File: src/rtl/logic_op_pipe.sv
// -----------------------------------------------------------------------------
// logic_op_pipe
// Pipelined bitwise operator (AND / OR / XOR / NAND) on two WIDTH-bit operands.
// The result travels through STAGES register stages under valid/ready flow
// control. Bubbles compress, and one transfer per cycle is sustained.
// A saturating counter records how many results downstream has accepted.
//
// Optional build macro: LOGIC_OP_PARITY_EN
//   When it is defined, the block adds the output out_parity. This is the
//   XOR-reduction of the result, and it is carried through the pipeline
//   alongside out.
// -----------------------------------------------------------------------------
module logic_op_pipe #(
    parameter int WIDTH  = 8,
    parameter int STAGES = 2,
    parameter int CNT_W  = 16
) (
    input  logic             clk,
    input  logic             rst_n,
    input  logic             in_valid,
    output logic             in_ready,
    input  logic [WIDTH-1:0] a,
    input  logic [WIDTH-1:0] b,
    input  logic [1:0]       op,
    output logic             out_valid,
    input  logic             out_ready,
    output logic [WIDTH-1:0] out,
    output logic [CNT_W-1:0] op_count,
    output logic             busy
`ifdef LOGIC_OP_PARITY_EN
    ,
    output logic             out_parity
`endif
);

    // Bitwise operation selected by op; NAND inverts every result bit.
    function automatic logic [WIDTH-1:0] f_logic_op(
        input logic [WIDTH-1:0] a_v,
        input logic [WIDTH-1:0] b_v,
        input logic [1:0]       op_v
    );
        logic [WIDTH-1:0] res;
        case (op_v)
            2'b00:   res = a_v & b_v;
            2'b01:   res = a_v | b_v;
            2'b10:   res = a_v ^ b_v;
            2'b11:   res = ~(a_v & b_v);
            default: res = {WIDTH{1'b0}};
        endcase
        return res;
    endfunction

    // Even-parity bit of a result word.
    function automatic logic f_parity(input logic [WIDTH-1:0] d_v);
        return ^d_v;
    endfunction

    logic [STAGES-1:0][WIDTH-1:0] r_data;
    logic [STAGES-1:0]            r_valid;
    logic [CNT_W-1:0]             r_count;
    logic [STAGES-1:0]            w_adv;
    logic                         w_out_xfer;

    // Ready chain: a stage may advance if out_ready is high or if it, or any
    // stage after it, is empty. This lets bubbles compress toward the output.
    always_comb begin
        logic v_full;
        v_full = 1'b1;
        w_adv  = {STAGES{1'b0}};
        for (int i = STAGES - 1; i >= 0; i--) begin
            v_full   = v_full & r_valid[i];
            w_adv[i] = out_ready | ~v_full;
        end
    end

    assign in_ready   = w_adv[0];
    assign w_out_xfer = r_valid[STAGES-1] & out_ready;

    // Pipeline registers: stage 0 captures the operation result, and each
    // later stage copies its predecessor whenever that stage may advance.
    always_ff @(posedge clk or negedge rst_n) begin
        if (!rst_n) begin
            r_valid <= {STAGES{1'b0}};
            r_data  <= {(STAGES*WIDTH){1'b0}};
        end else begin
            if (w_adv[0]) begin
                r_valid[0] <= in_valid;
                if (in_valid) begin
                    r_data[0] <= f_logic_op(a, b, op);
                end
            end
            for (int i = 1; i < STAGES; i++) begin
                if (w_adv[i]) begin
                    r_valid[i] <= r_valid[i-1];
                    r_data[i]  <= r_data[i-1];
                end
            end
        end
    end

    // Saturating count of results accepted downstream.
    always_ff @(posedge clk or negedge rst_n) begin
        if (!rst_n) begin
            r_count <= {CNT_W{1'b0}};
        end else if (w_out_xfer && (r_count != {CNT_W{1'b1}})) begin
            r_count <= r_count + {{(CNT_W-1){1'b0}}, 1'b1};
        end
    end

    assign out_valid = r_valid[STAGES-1];
    assign out       = r_data[STAGES-1];
    assign op_count  = r_count;
    assign busy      = |r_valid;

`ifdef LOGIC_OP_PARITY_EN
    logic [STAGES-1:0] r_par;

    // Parity shadow pipeline. It advances in lockstep with r_data.
    always_ff @(posedge clk or negedge rst_n) begin
        if (!rst_n) begin
            r_par <= {STAGES{1'b0}};
        end else begin
            if (w_adv[0] && in_valid) begin
                r_par[0] <= f_parity(f_logic_op(a, b, op));
            end
            for (int i = 1; i < STAGES; i++) begin
                if (w_adv[i]) begin
                    r_par[i] <= r_par[i-1];
                end
            end
        end
    end

    assign out_parity = r_par[STAGES-1];
`endif

endmodule

File: config.mk
export PLATFORM = sky130hd
export DESIGN_NAME = logic_op_pipe
export DESIGN_NICKNAME = d
export VERILOG_FILES = /design/src/rtl/logic_op_pipe.sv
export SDC_FILE = /design/constraint.sdc
export NUM_CORES = 1
export LEC_CHECK = 0
export CAP_MARGIN = 20
export CORE_ASPECT_RATIO = 1.75
export CORE_MARGIN = 2
export CORE_UTILIZATION = 30
export DETAILED_ROUTE_END_ITERATION = 16
export PLACE_DENSITY = 0.55
export SLEW_MARGIN = 30
export SYNTH_ARGS = -nofsm -noshare
export SYNTH_HDL_FRONTEND = slang
export SYNTH_SLANG_ARGS = --single-unit
export TNS_END_PERCENT = 20
File: constraint.sdc
create_clock -name clk -period 2.53 [get_ports clk]
set_input_delay 0.6325 -clock clk [delete_from_list [all_inputs] [get_ports clk]]
set_output_delay 0.6325 -clock clk [all_outputs]
set_load 0.005 [all_outputs]
# Word-level counts from Yosys, hierarchy flattened
# Index checks and enable logic that the tools add are counted.
[word_totals]
ff_bits = 34
latchBits = 0
ramBits = 0
mem_bits_ro = 0
input_bits = 22
out_inout_bits = 27
wordCells = 25
mem_count = 0
[op_classes]
n_addsub = 1
multipliers = 0
div_mod_pow = 0
n_lt_le_gt_ge = 0
eq_ne = 4
shift = 0
mux = 1
n_bitwise = 10
n_reduce_logical = 4
[ops]
columns = ["cell", "n"]
rows = [
  ["$pmux 8 s4", 1],
  ["$add 16x1->16 const B", 1],
  ["$ne 16x16->1 const B", 1],
  ["$and 8x8->8", 1],
  ["$not 8->8", 1],
  ["$or 8x8->8", 1],
  ["$xor 8x8->8", 1],
  ["$eq 2x2->1 const B", 2],
  ["$and 1x1->1", 2],
  ["$eq 2x1->1 const B", 1],
  ["$logic_not 2->1", 1],
  ["$not 1->1", 2],
  ["$or 1x1->1", 2],
  ["$reduce_and 2->1", 1],
  ["$reduce_or 2->1", 1],
  ["$logic_and 1x1->1", 1],
]

# Depth between registers and ports, before layout
[logic_depth]
word_depth = 4
mapped_depth = 5
depth_no_buf = 5

# Worst setup path after synthesis
# OpenSTA, ideal clock, no wires.
[synth_timing]
path_kind = "input -> register"
from = "input port out_ready"
to = "register r_data[0] (netlist bit)"
setup_ps = 125
arrival_time_ps = 1601
required_ps = 2405
setup_slack_ps = 804
cell_stages = 5
n_path_buf = 1
path_cell_list = "nor2b_1 buf_2 nand2_1 nand2_1 mux2_2"
[synth_via]
elab_chain_cells = 2
[synth_lines]
columns = ["item", "line", "rtl"]
rows = [
  ["start: declaration", "26", "input logic out_ready,"],
  ["$or 1x1->1", "72", "w_adv[i] = out_ready | ~v_full;"],
  ["named net in_ready", "21", "output logic in_ready,"],
  ["$reduce_and 2->1 (no line)", "n/a", ""],
  ["end signal: assignment", "84", "r_data <= {(STAGES*WIDTH){1'b0}};"],
  ["end signal: indexed assignment", "95", "r_data[i] <= r_data[i-1];"],
  ["end: declaration", "58", "logic [STAGES-1:0][WIDTH-1:0] r_data;"],
]
# The timed path passes the listed nets, and every way through them passes these cells.
# A chain may end at the register's enable or synchronous reset.

# Worst setup path after layout
[layout_timing]
from = "input port out_ready"
to = "output port in_ready"
[layout_via]
elab_chain_cells = 1
[layout_lines]
columns = ["item", "line"]
rows = [
  ["$or 1x1->1", "72"],
  ["end: declaration", "21"],
]
# Every way passes these cells.

==> flow_summary_export.csv <==
group,metric,value,unit
status,status,"finished clean",
yosys,ys_top_cells_by_count,"34 x dfrtp_1, 25 x mux2_2, 17 x ha_1, 16 x inv_1, 13 x xor2_1",
global_route,grt_max_degree,35,
yosys,yosys_warnings,0,
floorplan,initial_core_util,0.305,
clock_network,clkTransAtPathRegs,50,ps
sta,worst_pin_slew,742,ps
clock_network,clock-sinks,34,
setup_path,max_stage_delay,530,ps
setup_path,startpoint_type,"input pin",
setup_path,crit_type,"in -> out",
setup_path,cp.required,1900,ps
placement,dp.final_hpwl,3060,microns
setup_path,cp-end-kind,"output pin",
floorplan,core-area,6760,sq um
sta,fin_tns_setup,0,ps
floorplan,row_count,40,
setup_path,crit_path_max_fanout,3,
floorplan,die_h,114,microns
drt,ant_nets,0,
global_route,grt_pass1_vias,1524,
sta,fmax,408,MHz
yosys,synth_edf_count,0,
yosys,synth.area.top_cells,"dfrtp_1 41%, mux2_2 14%, ha_1 10%",
global_route,grt_pass1_wl,6820,microns
setup_path,cp_cell_sequence,"clkdlybuf4s50_1, nor2b_2, nand2_2, clkdlybuf4s50_1",
yosys,ys_seq_area_frac,0.413,
drt,drtIter0Drc,63,
yosys,syn-instance-count,189,
placement,place_congestion,0.724,
drt,wl_per_cell,12.4,microns
yosys,syn-num-nets,228,
yosys,yosys_register_bits,34,
setup_path,critPathBufInv,2,
sta,setup_viol,0,
sta,drv_slew,0,
layout,fill_cells,677,
setup_path,cp.depth,4,
floorplan,die_x,66.6,microns
sta,post-route-min-period,2450,ps
sta,clock_skew,1.60,ps
flow_run,cap_violations,0,
sta,period_share,0.969,
layout,drive_gt1_frac,0.185,
pwr,ir_drop,0.302,mV
yosys,async_reset_ff_frac,1.00,
clock_network,clk_latency,270,ps
sta,rsz0062_at_grt,"false",
setup_path,cpMaxStageDelayCell,"clkdlybuf4s50_1",
global_route,grt-ovfl-total,0,
clock_network,cts_inserted_buffers,5,
placement,port_buffers,48,
setup_path,path_delay_family,"buffers and inverters",
clock_network,clock_path_buffers,2,
pwr,powerDensity,664,nW/um^2
layout,nNetsFinal,272,
setup_path,cp.arrival,1820,ps
sta,hold_viol,0,
setup_path,r2r_cells,5,
yosys,synthFlopType,"dfrtp_1",
global_route,track_usage,0.115,
floorplan,dieArea,7570,sq um
drt,vias,1514,
layout,areaGrowthSynthToFinish,32.0,%
sta,max-slew-margin-rel,0.505,
clock_network,htree_levels,2,
yosys,synth_top_cell_by_area,"dfrtp_1",
floorplan,num_io_pins,49,
drt,routed_wl,3920,microns
clock_network,postCtsSetupBuffers,0,
yosys,synth_cell_types,32,
clock_network,cts_resized,0,
drt,drc,0,
global_route,antenna_found_initial,0,
yosys,synth_top_area_share,0.413,
yosys,syn_area_per_cell,10.9,sq um
pwr,power,1.80,mW
clock_network,clockRootBuffer,"clkbuf_16",
layout,n_antenna_cell,0,
setup_path,path_common_cell,"clkdlybuf4s50_1",
yosys,netlist_area,2060,sq um
drt,firstDrtPassIters,4,
drt,via_per_inst,4.79,
yosys,synth_most_common_cell,"dfrtp_1",
clock_network,ctsHoldBuffers,0,
pwr,power_leakage,1.25,nW
min_path,hold_class,"in -> async",
clock_network,cts_tree,"built",
[power breakdown]
part / internal (mW) / switching [mW]
Sequential: 0.654 / 0.115
Combinational: 0.302 / 0.156
Clock: 0.379 / 0.196
Total: 1.34 / 0.468
[kinds of logic after synthesis]
kind of cell / share of synthesized area
multiplexers: 0.144
buffers and inverters: 0.0687
AND/OR/NAND/NOR: 0.159
flip-flops: 0.413
XOR/XNOR: 0.0595
adder cells (fa/ha/maj): 0.103
AO/OA/AOI/OAI: 0.0529
[per-layer routing]
layer  track usage  up-vias  wire length [microns]
met5             0        -                      0
met4        0.0517        0                    109
met3        0.0227        9                    204
met2         0.214       54                   2130
met1         0.120      712                   1480
li1              -      739                      -
[path summary, 6_finish.rpt]
path / slack, ps / endpoint / startpoint
setup / recovery: 80 / in_ready / out_ready
hold / removal: 420 / op_count[4]$_DFFE_PN0P_ / rst_n
setup reg to reg: 670 / op_count[1]$_DFFE_PN0P_ / op_count[0]$_DFFE_PN0P_
hold reg to reg: 500 / r_data[7]$_DFFE_PN0P_ / r_data[7]$_DFFE_PN0P_
max in group asynchronous: 1620 / out[6]$_DFFE_PN0P_ / rst_n
min in group clk: 500 / r_data[7]$_DFFE_PN0P_ / r_data[7]$_DFFE_PN0P_
[through the flow]
stage                      util  cells  hold WS, ps  instance area (sq um)  setup WS (ps)
after floorplan               -    189          337                   2060            804
after CTS                 0.401    316          462                   2710           48.7
after detailed placement  0.381    310          480                   2570           66.8
after global placement    0.381    310          463                   2570           41.4
after global routing      0.402    316          507                   2720           40.3
final                     0.402    316          424                   2720           79.6
[sequential cells by signal, summed over array words and instances (netlist names)]
name	flops
r_valid	2
r_data	8
op_count	16
out	8
[cell usage in the layout (no fill, tap or decap), types with 2 or more instances in the layout]
cell             synthesis  layout
a211oi_1                 8       8
a21oi_1                  8       8
and4_1                   2       2
buf_4                    8       2
clkbuf_16                0       5
clkdlybuf4s50_1          0      47
dfrtp_1                 34      34
ha_1                    17      17
inv_1                   16      16
mux2_2                  25      25
nand2_1                  9       8
nand3_1                  5       5
nand4_1                  3       3
nor2_1                   2       2
nor2b_1                  9       8
nor3_1                   7       7
nor4_1                   4       4
or2_2                    2       2
xor2_1                  13      13
[worst register-to-register path, stage by stage, from the launching register on]
cell	delay, ps
dfrtp_1	430
ha_1	200
nand3_1	140
nor4_4	540
nor2_2	110
mux2_4	310
[final cells by class]
class	count	area [sq um]	area share
Timing Repair Buffer	50	490	0.180
Tap cell	84	105	0.0387
Sequential cell	34	851	0.313
Clock buffer	6	139	0.0511
Inverter	16	60.1	0.0221
Multi-Input combinational cell	126	1070	0.395
Note: power is estimated with default switching activity, not from simulation.
